`config.mk`:
```
export PLATFORM = sky130hd
export DESIGN_NAME = pc_sequencer
export DESIGN_NICKNAME = d
export VERILOG_FILES = /design/src/rtl/pc_seq_pkg.sv /design/src/rtl/pc_next_calc.sv /design/src/rtl/pc_sequencer.sv
export SDC_FILE = /design/constraint.sdc
export NUM_CORES = 1
export LEC_CHECK = 0
export BUFFER_PORTS_ARGS = -buffer_cell sky130_fd_sc_hd__buf_4
export CAP_MARGIN = 20
export CORE_MARGIN = 8
export CORE_UTILIZATION = 35
export CTS_CLUSTER_DIAMETER = 200
export DETAILED_ROUTE_END_ITERATION = 16
export GPL_TIMING_DRIVEN = 0
export MAX_ROUTING_LAYER = met4
export PLACE_DENSITY = 0.57
export SLEW_MARGIN = 15
export SYNTH_ARGS = -nofsm -noshare
export SYNTH_HDL_FRONTEND = slang
export SYNTH_SLANG_ARGS = --single-unit
```
`constraint.sdc`:
```
create_clock -name clk -period 3.5 [get_ports clk]
set_input_delay 0.35 -clock clk [delete_from_list [all_inputs] [get_ports clk]]
set_output_delay 0.35 -clock clk [all_outputs]
set_load 0.02 [all_outputs]
```
`src/rtl/pc_seq_pkg.sv`:
```
// Shared types and constants for the program-counter sequencer.
// Holds the FSM state encoding, next-pc source select and default geometry.
package pc_seq_pkg;

    localparam int          PC_WIDTH     = 32;
    localparam logic [31:0] RESET_VECTOR = 32'h0000_0000;

    localparam logic [1:0] ST_IDLE  = 2'd0;
    localparam logic [1:0] ST_FETCH = 2'd1;
    localparam logic [1:0] ST_ISSUE = 2'd2;
    localparam logic [1:0] ST_HALT  = 2'd3;

    typedef enum logic [1:0] {
        IDLE  = ST_IDLE,
        FETCH = ST_FETCH,
        ISSUE = ST_ISSUE,
        HALT  = ST_HALT
    } state_e;

    typedef enum logic [1:0] {
        PC_HOLD   = 2'd0,
        PC_INC    = 2'd1,
        PC_BRANCH = 2'd2,
        PC_JUMP   = 2'd3
    } pc_sel_e;

endpackage

```
`src/rtl/pc_next_calc.sv`:
```
// Combinational next-pc selection: hold, increment, relative branch or absolute jump.
// Arithmetic wraps naturally at PC_WIDTH bits.
module pc_next_calc #(
    parameter int PC_WIDTH = pc_seq_pkg::PC_WIDTH
) (
    input  pc_seq_pkg::pc_sel_e  sel,
    input  logic [PC_WIDTH-1:0]  pc,
    input  logic [7:0]           branch_offset,
    input  logic [PC_WIDTH-1:0]  jump_target,
    output logic [PC_WIDTH-1:0]  next_pc
);
    import pc_seq_pkg::*;

    logic [PC_WIDTH-1:0] offset_ext_s;

    assign offset_ext_s = {{(PC_WIDTH-8){branch_offset[7]}}, branch_offset};

    // Select the next pc source
    always_comb begin
        next_pc = pc;
        case (sel)
            PC_HOLD:   next_pc = pc;
            PC_INC:    next_pc = pc + {{(PC_WIDTH-1){1'b0}}, 1'b1};
            PC_BRANCH: next_pc = pc + offset_ext_s;
            PC_JUMP:   next_pc = jump_target;
            default:   next_pc = pc;
        endcase
    end

endmodule

```
`src/rtl/pc_sequencer.sv`:
```
// Fetch/issue sequencer: walks IDLE/FETCH/ISSUE/HALT and owns the program counter.
// imem_req and instr_valid are registered from the next state so they track state exactly.
module pc_sequencer #(
    parameter int                RESET_VECTOR_W = 32,
    parameter int                PC_WIDTH       = pc_seq_pkg::PC_WIDTH,
    parameter logic [PC_WIDTH-1:0] RESET_VECTOR = PC_WIDTH'(pc_seq_pkg::RESET_VECTOR)
) (
    input  logic                clk,
    input  logic                reset,
    input  logic                start,
    output logic                imem_req,
    output logic [PC_WIDTH-1:0] imem_addr,
    input  logic                imem_ack,
    output logic                instr_valid,
    input  logic                branch_req,
    input  logic [7:0]          branch_offset,
    input  logic                jump_req,
    input  logic [PC_WIDTH-1:0] jump_target,
    input  logic                stall,
    input  logic                halt_req,
    output logic [PC_WIDTH-1:0] pc,
    output logic [1:0]          state
);
    import pc_seq_pkg::*;

    state_e              state_r;
    state_e              state_next_s;
    pc_sel_e             pc_sel_s;
    logic [PC_WIDTH-1:0] pc_r;
    logic [PC_WIDTH-1:0] pc_next_s;
    logic                imem_req_r;
    logic                instr_valid_r;

    pc_next_calc #(
        .PC_WIDTH (PC_WIDTH)
    ) u_pc_next_calc (
        .sel           (pc_sel_s),
        .pc            (pc_r),
        .branch_offset (branch_offset),
        .jump_target   (jump_target),
        .next_pc       (pc_next_s)
    );

    // Next-state and pc-source decode; control inputs matter only in ISSUE
    always_comb begin
        state_next_s = state_r;
        pc_sel_s     = PC_HOLD;
        case (state_r)
            IDLE: begin
                if (start) state_next_s = FETCH;
                else       state_next_s = IDLE;
            end
            FETCH: begin
                if (imem_ack) state_next_s = ISSUE;
                else          state_next_s = FETCH;
            end
            ISSUE: begin
                if (halt_req) begin
                    state_next_s = HALT;
                    pc_sel_s     = PC_HOLD;
                end else if (stall) begin
                    state_next_s = ISSUE;
                    pc_sel_s     = PC_HOLD;
                end else if (jump_req) begin
                    state_next_s = FETCH;
                    pc_sel_s     = PC_JUMP;
                end else if (branch_req) begin
                    state_next_s = FETCH;
                    pc_sel_s     = PC_BRANCH;
                end else begin
                    state_next_s = FETCH;
                    pc_sel_s     = PC_INC;
                end
            end
            HALT: begin
                if (start) state_next_s = FETCH;
                else       state_next_s = HALT;
            end
            default: begin
                state_next_s = IDLE;
                pc_sel_s     = PC_HOLD;
            end
        endcase
    end

    // State, pc and registered strobes
    always_ff @(posedge clk or posedge reset) begin
        if (reset) begin
            state_r       <= IDLE;
            pc_r          <= RESET_VECTOR;
            imem_req_r    <= 1'b0;
            instr_valid_r <= 1'b0;
        end else begin
            state_r       <= state_next_s;
            pc_r          <= pc_next_s;
            imem_req_r    <= (state_next_s == FETCH);
            instr_valid_r <= (state_next_s == ISSUE);
        end
    end

    assign imem_req    = imem_req_r;
    assign instr_valid = instr_valid_r;
    assign imem_addr   = pc_r;
    assign pc          = pc_r;
    assign state       = state_r;

endmodule
```
Word level (Yosys, flattened, before mapping). Cells that the tools add are included.

Register bits: 36. Input bits: 48. Output and inout bits: 68. Word-level logic and storage cells: 28.

Add/sub/neg operators: 2. Equality and inequality tests: 8. Multiplexer cells: 12. Reduce and logical (&&, ||, !) cells: 2.

Operator list (count): $pmux W32 S3 (1); $add A32 B1 Y32 const B (1); $add A32 B32 Y32 (1); $mux W2 (9); $eq A2 B2 Y1 const B (5); $pmux W2 S4 (1); $eq A2 B1 Y1 const B (3); $logic_not A2 Y1 (2); $mux W1 (1).

Depth between registers and ports, before layout.
Depth in word-level cells: 7. Mapped depth: 14. Depth with buffers taken out: 12.

By module. A second synthesis with hierarchy kept.

Cell total of the unflattened synthesis: 483. Area, all modules: 3686.0 sq um.

Modules (own cells, without submodules): pc_next_calc (instances 1, cells an instance 393, area an instance 2427.3 sq um, sequential area each 0.0 sq um); pc_sequencer (instances 1, cells an instance 90, area an instance 1258.7 sq um, sequential area each 900.9 sq um).

Least setup slack after synthesis. No wires, ideal clock.

Path kind: register to register. Start point: reg state_r[0], in the netlist state[0]. End point: reg pc_r[13], in the netlist imem_addr[13]. Setup time: 0.122 ns. Arrival time: 3.650 ns. Data required time: 3.378 ns. Path slack: -0.271 ns. Stages on the path, launching flop included: 14. Path buffers: 2. Clock period less this slack: 3.771 ns. Path through: dfrtp_1 -> nor4b_4 -> buf_2 -> and3_1 -> and2_1 -> ha_1 -> a21oi_1 -> o211ai_1 -> a31o_2 -> clkbuf_1 -> or4_1 -> o31ai_2 -> mux2i_1 -> nand2_1.

Longest elaborated chain between the ends: 4. Elaborated cells on any way between the ends: 7. Those cells by class: 4 x eq/ne; 2 x mux; 1 x reduce/logical.

RTL lines: start: declaration (line pc_sequencer.sv:26) `state_e state_r;`; start signal: assignment (line pc_sequencer.sv:94) `state_r <= state_next_s;`; $eq A2 B2 Y1 * (line pc_sequencer.sv:48) `case (state_r)`; $mux W2 * (line pc_sequencer.sv:48); $eq A2 B2 Y1 / $eq A2 B1 Y1 (equally long branches) (line pc_next_calc.sv:21) `case (sel)`; $pmux W32 S3 (line pc_next_calc.sv:21); end signal: assignment (line pc_sequencer.sv:95) `pc_r <= pc_next_s;`; end: declaration (line pc_sequencer.sv:29) `logic [PC_WIDTH-1:0] pc_r;`.

Every way passes the cells marked *; elsewhere a longest branch is shown, timed or not. A chain may end at the register's enable or synchronous reset.

Worst setup path in the final report.
Start point: reg state_r[0], in the netlist state[0]. End point: reg pc_r[27], in the netlist imem_addr[27].

Same word-level chain as after synthesis.

==> impl_metrics.yaml <==
clock_network:
  htreeDepth: 2
  cts_made_buffers: 5
  clk_latency_ps: 300
  clk_path_buf_depth: 2
  cts_root_buffer: "clkbuf_8"
  cts_sinks: 36
  clk_pin_slew_ps: 90
  cts_tree: "built"
route:
  drc: 0
  drt_wl_total_mm: 15.2
  wl_met2_mm: 6.89
  firstDrtPassIters: 5
  viasPerCell: 5.62
  ant_nets: 0
  drt_iter0_drc: 439
  post_drt_wl_per_cell_um: 20.0
  vias: 4263
  dr.max_layer_used: "met4"
  wl_met3_mm: 1.02
  drt-met1-wl_mm: 6.86
grt:
  grt_pass1_wl_mm: 24.1
  first_global_vias: 4324
  antenna_found_initial: 0
  grtUsageTotal: 0.218
  overflow: 0
  grt_max_degree: 32
pwr:
  worst_ir_drop_vdd_uv: 351
  powerDensity_nw_per_um2: 519
  leakagePower_nw: 2.10
  power.total_mw: 2.64
place:
  gp_congestion: 0.928
  place_ws_ps: -822
  dpl_cell_area_um2: 4770
  port_buffers: 115
  place_inst: 738
  dp_hpwl_mm: 11.5
finish:
  num_antenna_cells: 0
  area_growth_pct: 37.8
  final_cells: 759
  fillCellCount: 1037
  layout_commonest_cell: "buf_4"
  final_util: 0.495
  design_area_um2: 5080
  final_layout_size_suffix_gt1_frac: 0.350
  final_cell_mix: "buf_4 (162), nand2_1 (43), dfrtp_1 (34)"
  nNetsFinal: 678
timing:
  tightest_slew_ps: 849
  setup_viol: 0
  relSlewSlack: 0.429
  finClkSkew_ps: 11.6
  layout_setup_ws_ps: 136
  finalCriticalPeriod_ps: 3360
  drv_slew: 0
  finalCritPeriodShare: 0.961
  tns_ps: 0
  hold_viol_final: 0
  holdWs_ps: 275
  fmax_mhz: 297
setup_path:
  critPathMaxStageDelay_ps: 510
  crit_arrival_ps: 3600
  critPathKind: "flop to flop"
  startpoint_type: "flop"
  required_ps: 3730
  path_cells: "nor4b_4 > buf_6 > and3_4 > and2_4 > ha_1 > a21oi_2 > o211ai_1 > buf_4 > a31oi_4 > o21ai_0 > and3_1 > or4b_1 > nand4_1"
  worstSetupEndpointType: "flop"
  crit_fanout: 7
  cp_slowest_cell: "or4b_1"
synth:
  synth_area_um2: 3690
  synth_seq_cells: 36
  netlist_instances: 486
  synthArstFlopShare: 1.00
  ys_seq_area_frac: 0.244
  synthDistinctLibCells: 73
  syn_nets: 542
  syn_area_per_cell_um2: 7.59
  synth_warnings: 0
  synth_edf_count: 0
  synth_ff_type: "dfrtp_1"
status:
  status: "completed"
floorplanning:
  num_io_pins: 116
  core_um2: 10300
  die_h_um: 119
  rows: 37
  start_util: 0.359
  die_x_um: 119
  die_area_um2: 14100
min_path:
  hp-class: "primary input to flop"
job:
  maxCapViolations: 0
-- cells in the mapped netlist (3+ instances only) --
cell / instances / area (um^2)
clkbuf_1: 32 / 120
a2bb2oi_1: 3 / 26.3
xnor2_1: 5 / 43.8
a32oi_1: 5 / 43.8
nand4_1: 19 / 119
and3_1: 8 / 50.1
buf_4: 34 / 255
o21a_1: 6 / 45.0
and2_1: 7 / 43.8
o31ai_1: 3 / 22.5
nor2b_1: 9 / 56.3
o21ai_0: 20 / 100
o22ai_1: 12 / 75.1
a31oi_1: 8 / 50.1
o22a_1: 3 / 26.3
nand3_1: 30 / 150
nor2_1: 32 / 120
buf_2: 5 / 25.0
buf_1: 3 / 11.3
inv_1: 6 / 22.5
nor4_1: 11 / 68.8
nand2_1: 43 / 161
nor3_1: 15 / 75.1
a21oi_1: 31 / 155
o21ai_1: 4 / 20.0
a211o_1: 7 / 61.3
dfrtp_1: 36 / 901
a22oi_1: 7 / 52.6
mux2i_1: 10 / 100
ha_1: 7 / 87.6
nand2b_1: 4 / 25.0
or4_1: 8 / 60.1
-- cell families (layout without fill, tap and decap cells) --
group                      after synthesis  in the layout  synth area share
AOI/OAI and AO/OA                      131            131             0.240
xor gates and xnor gates                 7              7            0.0166
adders and majority gates                8              8            0.0292
buffers and inverters                   82            219             0.122
DFF                                     36             36             0.244
muxes                                   12             12            0.0332
and+or+nand+nor                        210            210             0.315
-- report_power, final --
group,internal (mW),switching [mW],total (mW)
registers,0.538,0.169,0.706
logic,0.712,0.895,1.61
clock network,0.141,0.185,0.327
total,1.39,1.25,2.64
-- layout make-up --
type / instances / area [um^2] / share of cell area
inverters: 7 / 27.5 / 0.00541
plain buffers: 73 / 422 / 0.0829
well taps: 136 / 170 / 0.0335
clock buffers: 5 / 68.8 / 0.0135
clock inverters: 3 / 23.8 / 0.00468
repair buffers: 131 / 1010 / 0.199
flip-flops and latches: 36 / 903 / 0.178
multi-input cells: 368 / 2460 / 0.484
-- layer usage --
layer  vias to the layer above  track usage
met5                         -            -
met4                         0       0.0743
met3                        33       0.0462
met2                       197        0.335
met1                      1975        0.277
li1                       2058            -
-- state kept, by name, summed over array words and instances (netlist names) --
signal,cells
imem_addr,32
state,2
imem_req,1
instr_valid,1
-- critical path: cells and delay by family (launching register included) --
family / cells / cell delay (ps)
adders and majority gates: 1 / 230
buffers and inverters: 2 / 320
AOI/OAI and AO/OA: 4 / 730
and+or+nand+nor: 6 / 1570
DFF: 1 / 430
-- timing repair --
action | 4_1_cts | 5_1_grt
endpoints found under the setup margin | 25 | 21
hold buffers | 1 | 0
setup buffers | 8 | 6
resized for setup | 8 | 11
pin swaps | 4 | 10
hold endpoints to repair | 5 | 0
-- path summary, 6_finish.rpt --
path	from	end	slack, ps	cells after the start
setup / recovery	state[0]	imem_addr[27]	140	13
hold / removal	jump_target[13]	imem_addr[13]	280	3
setup reg to reg	state[0]	imem_addr[27]	140	13
hold reg to reg	imem_addr[2]	imem_addr[2]	570	2
max in group asynchronous	reset	imem_addr[23]	2590	4
min in group asynchronous	reset	imem_addr[3]	490	3
Note: power is estimated with default switching activity, not from simulation.
